`src/rtl/mem_access_unit_if.sv`:
```
// Request/response channel between the execute stage (master) and mem_access_unit (slave).
interface mem_access_unit_if #(
  parameter int DATA_WIDTH = 32,
  parameter int ADDR_WIDTH = 10
);
  logic                  req_valid;
  logic                  req_ready;
  logic                  req_write;
  logic [ADDR_WIDTH-1:0] req_addr;
  logic [DATA_WIDTH-1:0] req_wdata;
  logic                  resp_valid;
  logic                  resp_ready;
  logic [DATA_WIDTH-1:0] resp_rdata;
  logic                  resp_err;

  modport master (
    output req_valid, req_write, req_addr, req_wdata, resp_ready,
    input  req_ready, resp_valid, resp_rdata, resp_err
  );

  modport slave (
    input  req_valid, req_write, req_addr, req_wdata, resp_ready,
    output req_ready, resp_valid, resp_rdata, resp_err
  );
endinterface

```
`src/rtl/mem_access_unit.sv`:
```
// Single-outstanding load/store initiator for a posedge-write / negedge-read data RAM.
// Optional feature: define MEM_BOUNDS_CHECK_EN to reject addresses >= MEM_WORDS with resp_err.
module mem_access_unit #(
  parameter int DATA_WIDTH  = 32,
  parameter int ADDR_WIDTH  = 10,
  parameter int MEM_WORDS   = 1024,
  parameter int INIT_CYCLES = 2,
  parameter int CNT_WIDTH   = 16
) (
  input  logic                  clk,
  input  logic                  rst_n,
  mem_access_unit_if.slave      bus,
  output logic [ADDR_WIDTH-1:0] mem_addr,
  output logic [DATA_WIDTH-1:0] mem_data,
  output logic                  mem_we,
  output logic                  mem_re,
  input  logic [DATA_WIDTH-1:0] mem_q,
  output logic [CNT_WIDTH-1:0]  rd_count,
  output logic [CNT_WIDTH-1:0]  wr_count
);

`ifdef MEM_BOUNDS_CHECK_EN
  localparam bit BOUNDS_EN = 1'b1;
`else
  localparam bit BOUNDS_EN = 1'b0;
`endif

  localparam int INIT_W = (INIT_CYCLES > 1) ? $clog2(INIT_CYCLES) : 1;

  typedef enum logic [2:0] {
    S_INIT,
    S_IDLE,
    S_WR,
    S_RD,
    S_RESP
  } state_t;

  state_t              state_reg;
  logic [INIT_W-1:0]   init_cnt_reg;
  logic                out_of_range;

  assign out_of_range = BOUNDS_EN && (32'(bus.req_addr) >= 32'(MEM_WORDS));

  always_ff @(posedge clk or negedge rst_n) begin
    if (!rst_n) begin
      state_reg       <= S_INIT;
      init_cnt_reg    <= '0;
      bus.req_ready   <= 1'b0;
      bus.resp_valid  <= 1'b0;
      bus.resp_rdata  <= '0;
      bus.resp_err    <= 1'b0;
      mem_we          <= 1'b0;
      mem_re          <= 1'b0;
      mem_addr        <= '0;
      mem_data        <= '0;
      rd_count        <= '0;
      wr_count        <= '0;
    end else begin
      case (state_reg)
        S_INIT: begin
          if (init_cnt_reg == INIT_W'(INIT_CYCLES - 1)) begin
            state_reg     <= S_IDLE;
            bus.req_ready <= 1'b1;
          end else begin
            init_cnt_reg  <= init_cnt_reg + INIT_W'(1);
          end
        end
        S_IDLE: begin
          if (bus.req_valid && bus.req_ready) begin
            bus.req_ready <= 1'b0;
            if (out_of_range) begin
              // Rejected access never touches the RAM and is not counted.
              state_reg      <= S_RESP;
              bus.resp_valid <= 1'b1;
              bus.resp_rdata <= '0;
              bus.resp_err   <= 1'b1;
            end else if (bus.req_write) begin
              state_reg <= S_WR;
              mem_we    <= 1'b1;
              mem_addr  <= bus.req_addr;
              mem_data  <= bus.req_wdata;
            end else begin
              state_reg <= S_RD;
              mem_re    <= 1'b1;
              mem_addr  <= bus.req_addr;
            end
          end
        end
        S_WR: begin
          mem_we         <= 1'b0;
          state_reg      <= S_RESP;
          bus.resp_valid <= 1'b1;
          bus.resp_rdata <= '0;
          bus.resp_err   <= 1'b0;
          wr_count       <= wr_count + CNT_WIDTH'(1);
        end
        S_RD: begin
          // mem_q was refreshed by the RAM on the negedge inside this cycle.
          mem_re         <= 1'b0;
          state_reg      <= S_RESP;
          bus.resp_valid <= 1'b1;
          bus.resp_rdata <= mem_q;
          bus.resp_err   <= 1'b0;
          rd_count       <= rd_count + CNT_WIDTH'(1);
        end
        S_RESP: begin
          if (bus.resp_ready) begin
            bus.resp_valid <= 1'b0;
            bus.req_ready  <= 1'b1;
            state_reg      <= S_IDLE;
          end
        end
        default: begin
          state_reg <= S_INIT;
        end
      endcase
    end
  end

endmodule

```
`src/flat_wrapper.sv`:
```
// flat-port wrapper written by rule: the top's interface ports become plain ports
module mem_access_unit_flat 
#(
  parameter int DATA_WIDTH  = 32,
  parameter int ADDR_WIDTH  = 10,
  parameter int MEM_WORDS   = 1024,
  parameter int INIT_CYCLES = 2,
  parameter int CNT_WIDTH   = 16
)
  (clk, rst_n, mem_addr, mem_data, mem_we, mem_re, mem_q, rd_count, wr_count, bus_req_valid, bus_req_write, bus_req_addr, bus_req_wdata, bus_resp_ready, bus_req_ready, bus_resp_valid, bus_resp_rdata, bus_resp_err);
  mem_access_unit_if #(.DATA_WIDTH(DATA_WIDTH), .ADDR_WIDTH(ADDR_WIDTH)) bus_i ();
  input  logic clk;
  input  logic rst_n;
  output logic [ADDR_WIDTH-1:0] mem_addr;
  output logic [DATA_WIDTH-1:0] mem_data;
  output logic mem_we;
  output logic mem_re;
  input  logic [DATA_WIDTH-1:0] mem_q;
  output logic [CNT_WIDTH-1:0] rd_count;
  output logic [CNT_WIDTH-1:0] wr_count;
  input wire logic [$bits(bus_i.req_valid)-1:0] bus_req_valid;
  input wire logic [$bits(bus_i.req_write)-1:0] bus_req_write;
  input wire logic [$bits(bus_i.req_addr)-1:0] bus_req_addr;
  input wire logic [$bits(bus_i.req_wdata)-1:0] bus_req_wdata;
  input wire logic [$bits(bus_i.resp_ready)-1:0] bus_resp_ready;
  output wire logic [$bits(bus_i.req_ready)-1:0] bus_req_ready;
  output wire logic [$bits(bus_i.resp_valid)-1:0] bus_resp_valid;
  output wire logic [$bits(bus_i.resp_rdata)-1:0] bus_resp_rdata;
  output wire logic [$bits(bus_i.resp_err)-1:0] bus_resp_err;
  assign bus_i.req_valid = bus_req_valid;
  assign bus_i.req_write = bus_req_write;
  assign bus_i.req_addr = bus_req_addr;
  assign bus_i.req_wdata = bus_req_wdata;
  assign bus_i.resp_ready = bus_resp_ready;
  assign bus_req_ready = bus_i.req_ready;
  assign bus_resp_valid = bus_i.resp_valid;
  assign bus_resp_rdata = bus_i.resp_rdata;
  assign bus_resp_err = bus_i.resp_err;
  mem_access_unit #(.DATA_WIDTH(DATA_WIDTH), .ADDR_WIDTH(ADDR_WIDTH), .MEM_WORDS(MEM_WORDS), .INIT_CYCLES(INIT_CYCLES), .CNT_WIDTH(CNT_WIDTH)) u_core (.clk(clk), .rst_n(rst_n), .bus(bus_i), .mem_addr(mem_addr), .mem_data(mem_data), .mem_we(mem_we), .mem_re(mem_re), .mem_q(mem_q), .rd_count(rd_count), .wr_count(wr_count));
endmodule
```
`config.mk`:
```
export PLATFORM = sky130hd
export DESIGN_NAME = mem_access_unit_flat
export DESIGN_NICKNAME = d
export VERILOG_FILES = /design/src/rtl/mem_access_unit_if.sv /design/src/rtl/mem_access_unit.sv /design/src/flat_wrapper.sv
export SDC_FILE = /design/constraint.sdc
export NUM_CORES = 1
export LEC_CHECK = 0
export CORE_ASPECT_RATIO = 1.25
export CORE_MARGIN = 2
export CORE_UTILIZATION = 29
export CTS_BUF_LIST = sky130_fd_sc_hd__clkbuf_4 sky130_fd_sc_hd__clkbuf_8 sky130_fd_sc_hd__clkbuf_16
export DETAILED_ROUTE_END_ITERATION = 16
export HOLD_SLACK_MARGIN = 0.03
export MAX_ROUTING_LAYER = met4
export SLEW_MARGIN = 5
export SYNTH_ARGS = -nofsm -noshare
export SYNTH_HDL_FRONTEND = slang
export SYNTH_SLANG_ARGS = --single-unit
export TNS_END_PERCENT = 1
```
`constraint.sdc`:
```
create_clock -name clk -period 1.7 [get_ports clk]
set_input_delay 0.425 -clock clk [delete_from_list [all_inputs] [get_ports clk]]
set_output_delay 0.425 -clock clk [all_outputs]
set_load 0.01 [all_outputs]
```
==> results.yml, run 1 <==
yosys:
  synth_cell_types: 37
  netlist_area_sq_um: 4620
  syn_avg_cell_area_sq_um: 12.1
  synthCells: 381
  syn_nets: 462
  ys_seq_elements: 114
  yosys_warnings: 0
  seq_area_frac_synth: 0.617
timing:
  final_hold_viol_count: 0
  fin_tns_setup_ps: 0
  setup_viol: 0
  period_share: 0.967
  fmax_mhz: 609
  post-route-min-period_ps: 1640
  skew_ps: 5.39
  maxSlewViolCount: 0
  tightest_slew_ps: 540
  grt_setup_unrepaired: "no"
  relSlewSlack: 0.640
cts:
  hold_buffers: 0
  clk_path_buf_depth: 2
  clkLatencyLatePin_ps: 410
  numCtsBuffers: 17
  tritoncts: "done"
  clk_pin_slew_ps: 50
  cts_sinks: 114
  root_buffer: "clkbuf_16"
  htreeDepth: 4
status:
  status: "finished, final reports clean"
place:
  portBuffers: 188
  dp_hpwl_um: 8320
  place_congestion: 0.736
final_layout:
  regArea_sq_um: 2860
  diodes: 0
  fillCellCount: 1517
  layout-drive-gt1-share: 0.174
  multi_input_area_sq_um: 1650
  syn_to_final_growth_pct: 57.2
  top_regs: "u_core.bus.resp_rdata: 32 flops, u_core.mem_data: 32 flops"
  num-nets-final: 666
  final_util: 0.467
detailed_routing:
  route.detailed.drc: 0
  wl_per_cell_um: 14.5
  vias: 3548
  drt-total-wl_um: 11700
  first_pass_iters: 4
  antenna_left: 0
  viasPerCell: 4.38
  drtIter0Drc: 192
floorplan:
  start_util: 0.297
  core_sq_um: 15600
  rows: 51
  dieArea_sq_um: 17000
  die_x_um: 117
  pin_count: 190
  die_y_um: 145
setup_path:
  worstReg2RegStart: "u_core.state_reg[2]$_DFFE_PN0P_"
  r2r_end: "u_core.mem_data[23]$_DFFE_PN0P_"
  cp-end-kind: "output pin"
  cp_data_required_time_ps: 1270
  startpoint_type: "flop"
  cp_max_fo: 4
  critPathKind: "reg2out"
  r2r_slack_ps: 60
  reg2reg_depth: 5
  critPathArrivalTime_ps: 1220
  crit_start: "u_core.rd_count[1]$_DFFE_PN0N_"
power:
  finalPower_uw: 11700
  ir_drop_v: 0.000813
  p_per_area_nw_per_um2: 1610
  p_leak_uw: 0.00352
run:
  drv_cap: 0
global_routing:
  grt_overflow: 0
  antenna_found_initial: 0
  grt_usage: 0.146
  grt_pass1_wl_um: 18600
  grt_pass1_vias: 3718
  grt_max_degree: 73
min_path:
  min_path_type: "in2async"
power by group:
| group | switching [uW] | leakage, uW | internal (uW) | total [uW] |
|---|---|---|---|---|
| clock | 1150 | 0.000296 | 2250 | 3400 |
| combinational | 1930 | 0.00179 | 2070 | 4000 |
| sequential | 581 | 0.00144 | 3700 | 4280 |
| total | 3670 | 0.00352 | 8020 | 11700 |
synth_stat cells, drive strengths merged:
master | count | area [sq um]
nor4 | 1 | 12.5
and4 | 4 | 35.0
dfrtp | 114 | 2850
and3 | 5 | 31.3
mux2 | 44 | 495
clkbuf | 8 | 31.3
o21ai | 32 | 160
and4b | 1 | 10.0
or4b | 1 | 10.0
inv | 2 | 7.51
nand4 | 6 | 37.5
nor2 | 11 | 41.3
buf | 12 | 86.3
nand4b | 2 | 32.5
conb | 1 | 3.75
xor2 | 10 | 87.6
mux2i | 1 | 10.0
nand2b | 1 | 6.26
xnor2 | 20 | 175
or2 | 1 | 6.26
nand3 | 13 | 65.1
ha | 2 | 25.0
nor3b | 2 | 37.5
nand2 | 75 | 282
nand3b | 1 | 7.51
a21oi | 2 | 10.0
nor3 | 5 | 36.3
and2 | 2 | 12.5
o21a | 1 | 7.51
a31oi | 1 | 6.26
metal layers:
metal  track usage  part of all wire
met2         0.236              0.50
met3        0.0560             0.074
met5             -                 0
met1         0.165              0.41
met4        0.0465             0.014
worst max-delay path, cell delays in order (launching register included):
cell           delay (ps)
dfrtp_1               380
buf_4                 150
dlygate4sd2_1         280
through the flow:
| step | instances | instance area [sq um] | setup slack [ps] | hold slack [ps] |
|---|---|---|---|---|
| after floorplan | 381 | 4620 | 3.37 | 129 |
| after global placement | 776 | 6790 | -383 | 453 |
| after detailed placement | 776 | 6790 | -435 | 461 |
| after CTS | 808 | 7230 | 4.94 | 38.1 |
| after global routing | 810 | 7270 | 2.79 | 47.4 |
| final | 810 | 7270 | 56.9 | 19.4 |
placed cells by master, fill, tap and decap left out, types with 2 or more instances in the layout:
cell / n
clkdlybuf4s50_1: 76
xnor2_1: 20
buf_4: 15
clkbuf_4: 6
and3_1: 5
dlygate4sd2_1: 110
inv_1: 2
a21oi_1: 2
clkinv_2: 4
and4_1: 4
nor3_1: 4
nand4_1: 6
mux2_2: 42
nor2_1: 11
nand2_1: 75
clkbuf_16: 18
mux2_1: 2
o21ai_0: 32
and2_1: 2
clkbuf_8: 4
dfrtp_1: 110
buf_12: 2
ha_1: 2
xor2_1: 10
nor3b_4: 2
dfrtp_2: 4
nand3_1: 13
repair_timing:
action	CTS	global route
pin swaps	0	1
endpoints found under the setup margin	140	32
cloned	0	1
gates resized for setup	114	1
setup buffers	0	1
kinds of logic after synthesis:
family                     Yosys count  synth area share
AOI/OAI and AO/OA                   36            0.0398
and+or+nand+nor                    131             0.143
xor gates and xnor gates            30            0.0568
other                                1          0.000811
adders and majority gates            2           0.00541
DFF                                114             0.617
muxes                               45             0.109
buffers and inverters               22            0.0271
final cells by class:
type	instances	area share
multi-input combinational	245	0.227
clock buffer	27	0.0723
sequential	114	0.393
clock inverter	5	0.00689
tap	212	0.0365
timing repair buffer	205	0.263
inverter	2	0.00103
how the worst max path moves through the flow:
stage,end,slack (ps)
floorplan,u_core.mem_data[10]$_DFFE_PN0P_,3
CTS,u_core.mem_data[11]$_DFFE_PN0P_,5
finish,rd_count[1],60
global route,rd_count[1],3
global placement,u_core.mem_data[15]$_DFFE_PN0P_,-380
detailed placement,u_core.mem_data[11]$_DFFE_PN0P_,-440
Power figures use the tool's default switching activity.
==> run 2, diff against run 1 <==
Settings changed: CTS_BUF_LIST sky130_fd_sc_hd__clkbuf_4 sky130_fd_sc_hd__clkbuf_8 sky130_fd_sc_hd__clkbuf_16 to not set.
==> run 2 against run 1 <==
- count of clock-buffer cells in the layout is the same
- fmax barely moved
- critical endpoint unchanged
- combinational power about the same
==> results.yml, run 2 (same netlist as run 1, synthesis figures left out) <==
final_layout:
  layout_common_cells: "dlygate4sd2_1, dfrtp_1, clkdlybuf4s50_1"
  final_cells: 810
  num-nets-final: 666
  syn_to_final_growth_pct: 56.7
  multi_input_area_sq_um: 1650
  top_regs: "u_core.bus.resp_rdata: 32 flops, u_core.mem_data: 32 flops"
  layout-drive-gt1-share: 0.164
  fillCellCount: 1517
  regArea_sq_um: 2860
  diodes: 0
timing:
  maxSlewViolCount: 0
  fmax_mhz: 608
  skew_ps: 7.10
  tightest_slew_ps: 540
  setup_ws_ps: 55.9
  final_hold_viol_count: 0
  post-route-min-period_ps: 1640
  relSlewSlack: 0.640
  setup_viol: 0
  grt_setup_unrepaired: "no"
  period_share: 0.967
  fin_tns_setup_ps: 0
detailed_routing:
  antenna_left: 0
  drtIter0Drc: 178
  first_pass_iters: 4
  drt-total-wl_um: 11700
  wl_per_cell_um: 14.5
  viasPerCell: 4.39
  vias: 3554
  route.detailed.drc: 0
global_routing:
  antenna_found_initial: 0
  grt_usage: 0.146
  grt_overflow: 0
  grt_pass1_wl_um: 18600
  grt_max_degree: 73
  grt_pass1_vias: 3721
power:
  p_per_area_nw_per_um2: 1600
  ir_drop_v: 0.000718
  p_leak_uw: 0.00350
setup_path:
  critPathKind: "reg2out"
  critPathArrivalTime_ps: 1220
  cp_data_required_time_ps: 1270
  cp-end-kind: "output pin"
  reg2reg_depth: 5
  startpoint_type: "flop"
  cp_max_fo: 4
place:
  portBuffers: 188
  place_congestion: 0.736
  pre_cts_ws_ps: -435
  dp_hpwl_um: 8320
  placed_cells: 776
floorplan:
  dieArea_sq_um: 17000
  start_util: 0.297
  die_x_um: 117
  pin_count: 190
  die_y_um: 145
  rows: 51
  core_sq_um: 15600
cts:
  clkLatencyLatePin_ps: 410
  hold_buffers: 0
  cts_sinks: 114
  clk_pin_slew_ps: 50
  clk_path_buf_depth: 2
  tritoncts: "done"
  root_buffer: "clkbuf_16"
  htreeDepth: 4
  numCtsBuffers: 17
min_path:
  min_path_type: "in2async"
status:
  status: "finished, final reports clean"
run:
  drv_cap: 0
==> run 2: per-stage QoR <==
step                hold slack [ps]  total power (uW)   util  instance area [sq um]
floorplan                       129              6370      -                   4620
global placement                453              8920  0.436                   6790
detailed placement              461              9060  0.436                   6790
CTS                            42.5             11800  0.463                   7210
global route                   47.5             12400  0.465                   7240
finish                         15.5             11600  0.465                   7240
==> run 2: layout make-up <==
class | count | share of cell area
Inverter | 2 | 0.00104
Clock buffer | 27 | 0.0694
Multi-Input combinational cell | 245 | 0.227
Sequential cell | 114 | 0.394
Clock inverter | 5 | 0.00691
Tap cell | 212 | 0.0366
Timing Repair Buffer | 205 | 0.264
==> run 2: power breakdown <==
part | internal, uW | switching, uW
combinational | 2070 | 1930
clock | 2150 | 1160
sequential | 3700 | 582
total | 7920 | 3670
==> run 2: path summary, 6_finish.rpt <==
| check | start | to | slack [ps] |
|---|---|---|---|
| hold / removal | rst_n | u_core.wr_count[8]$_DFFE_PN0N_ | 20 |
| setup reg to reg | u_core.state_reg[2]$_DFFE_PN0P_ | u_core.mem_data[23]$_DFFE_PN0P_ | 60 |
| hold reg to reg | u_core.rd_count[15]$_DFFE_PN0N_ | u_core.rd_count[15]$_DFFE_PN0N_ | 460 |
| min in group clk | u_core.rd_count[15]$_DFFE_PN0N_ | u_core.rd_count[15]$_DFFE_PN0N_ | 460 |
| max in group asynchronous | rst_n | u_core.rd_count[10]$_DFFE_PN0N_ | 1180 |
| setup / recovery | u_core.rd_count[1]$_DFFE_PN0N_ | rd_count[1] | 60 |
==> run 2: critical path, stage by stage (launching register included) <==
cell and delay (ps):
dfrtp_1 380, buf_4 150, dlygate4sd2_1 280
==> run 2: timing repair <==
action / 4_1_cts / 5_1_grt
gates resized for setup: 114 / 1
pin swaps: 0 / 1
endpoints found under the setup margin: 140 / 32
setup buffers: 0 / 1
gates cloned: 0 / 1
==> run 2: layer usage <==
| metal | track usage | wire, um | part of all wire |
|---|---|---|---|
| met1 | 0.165 | 4820 | 0.41 |
| met2 | 0.236 | 5910 | 0.50 |
| met3 | 0.0547 | 846 | 0.072 |
| met4 | 0.0500 | 161 | 0.014 |
| met5 | - | 0 | 0 |
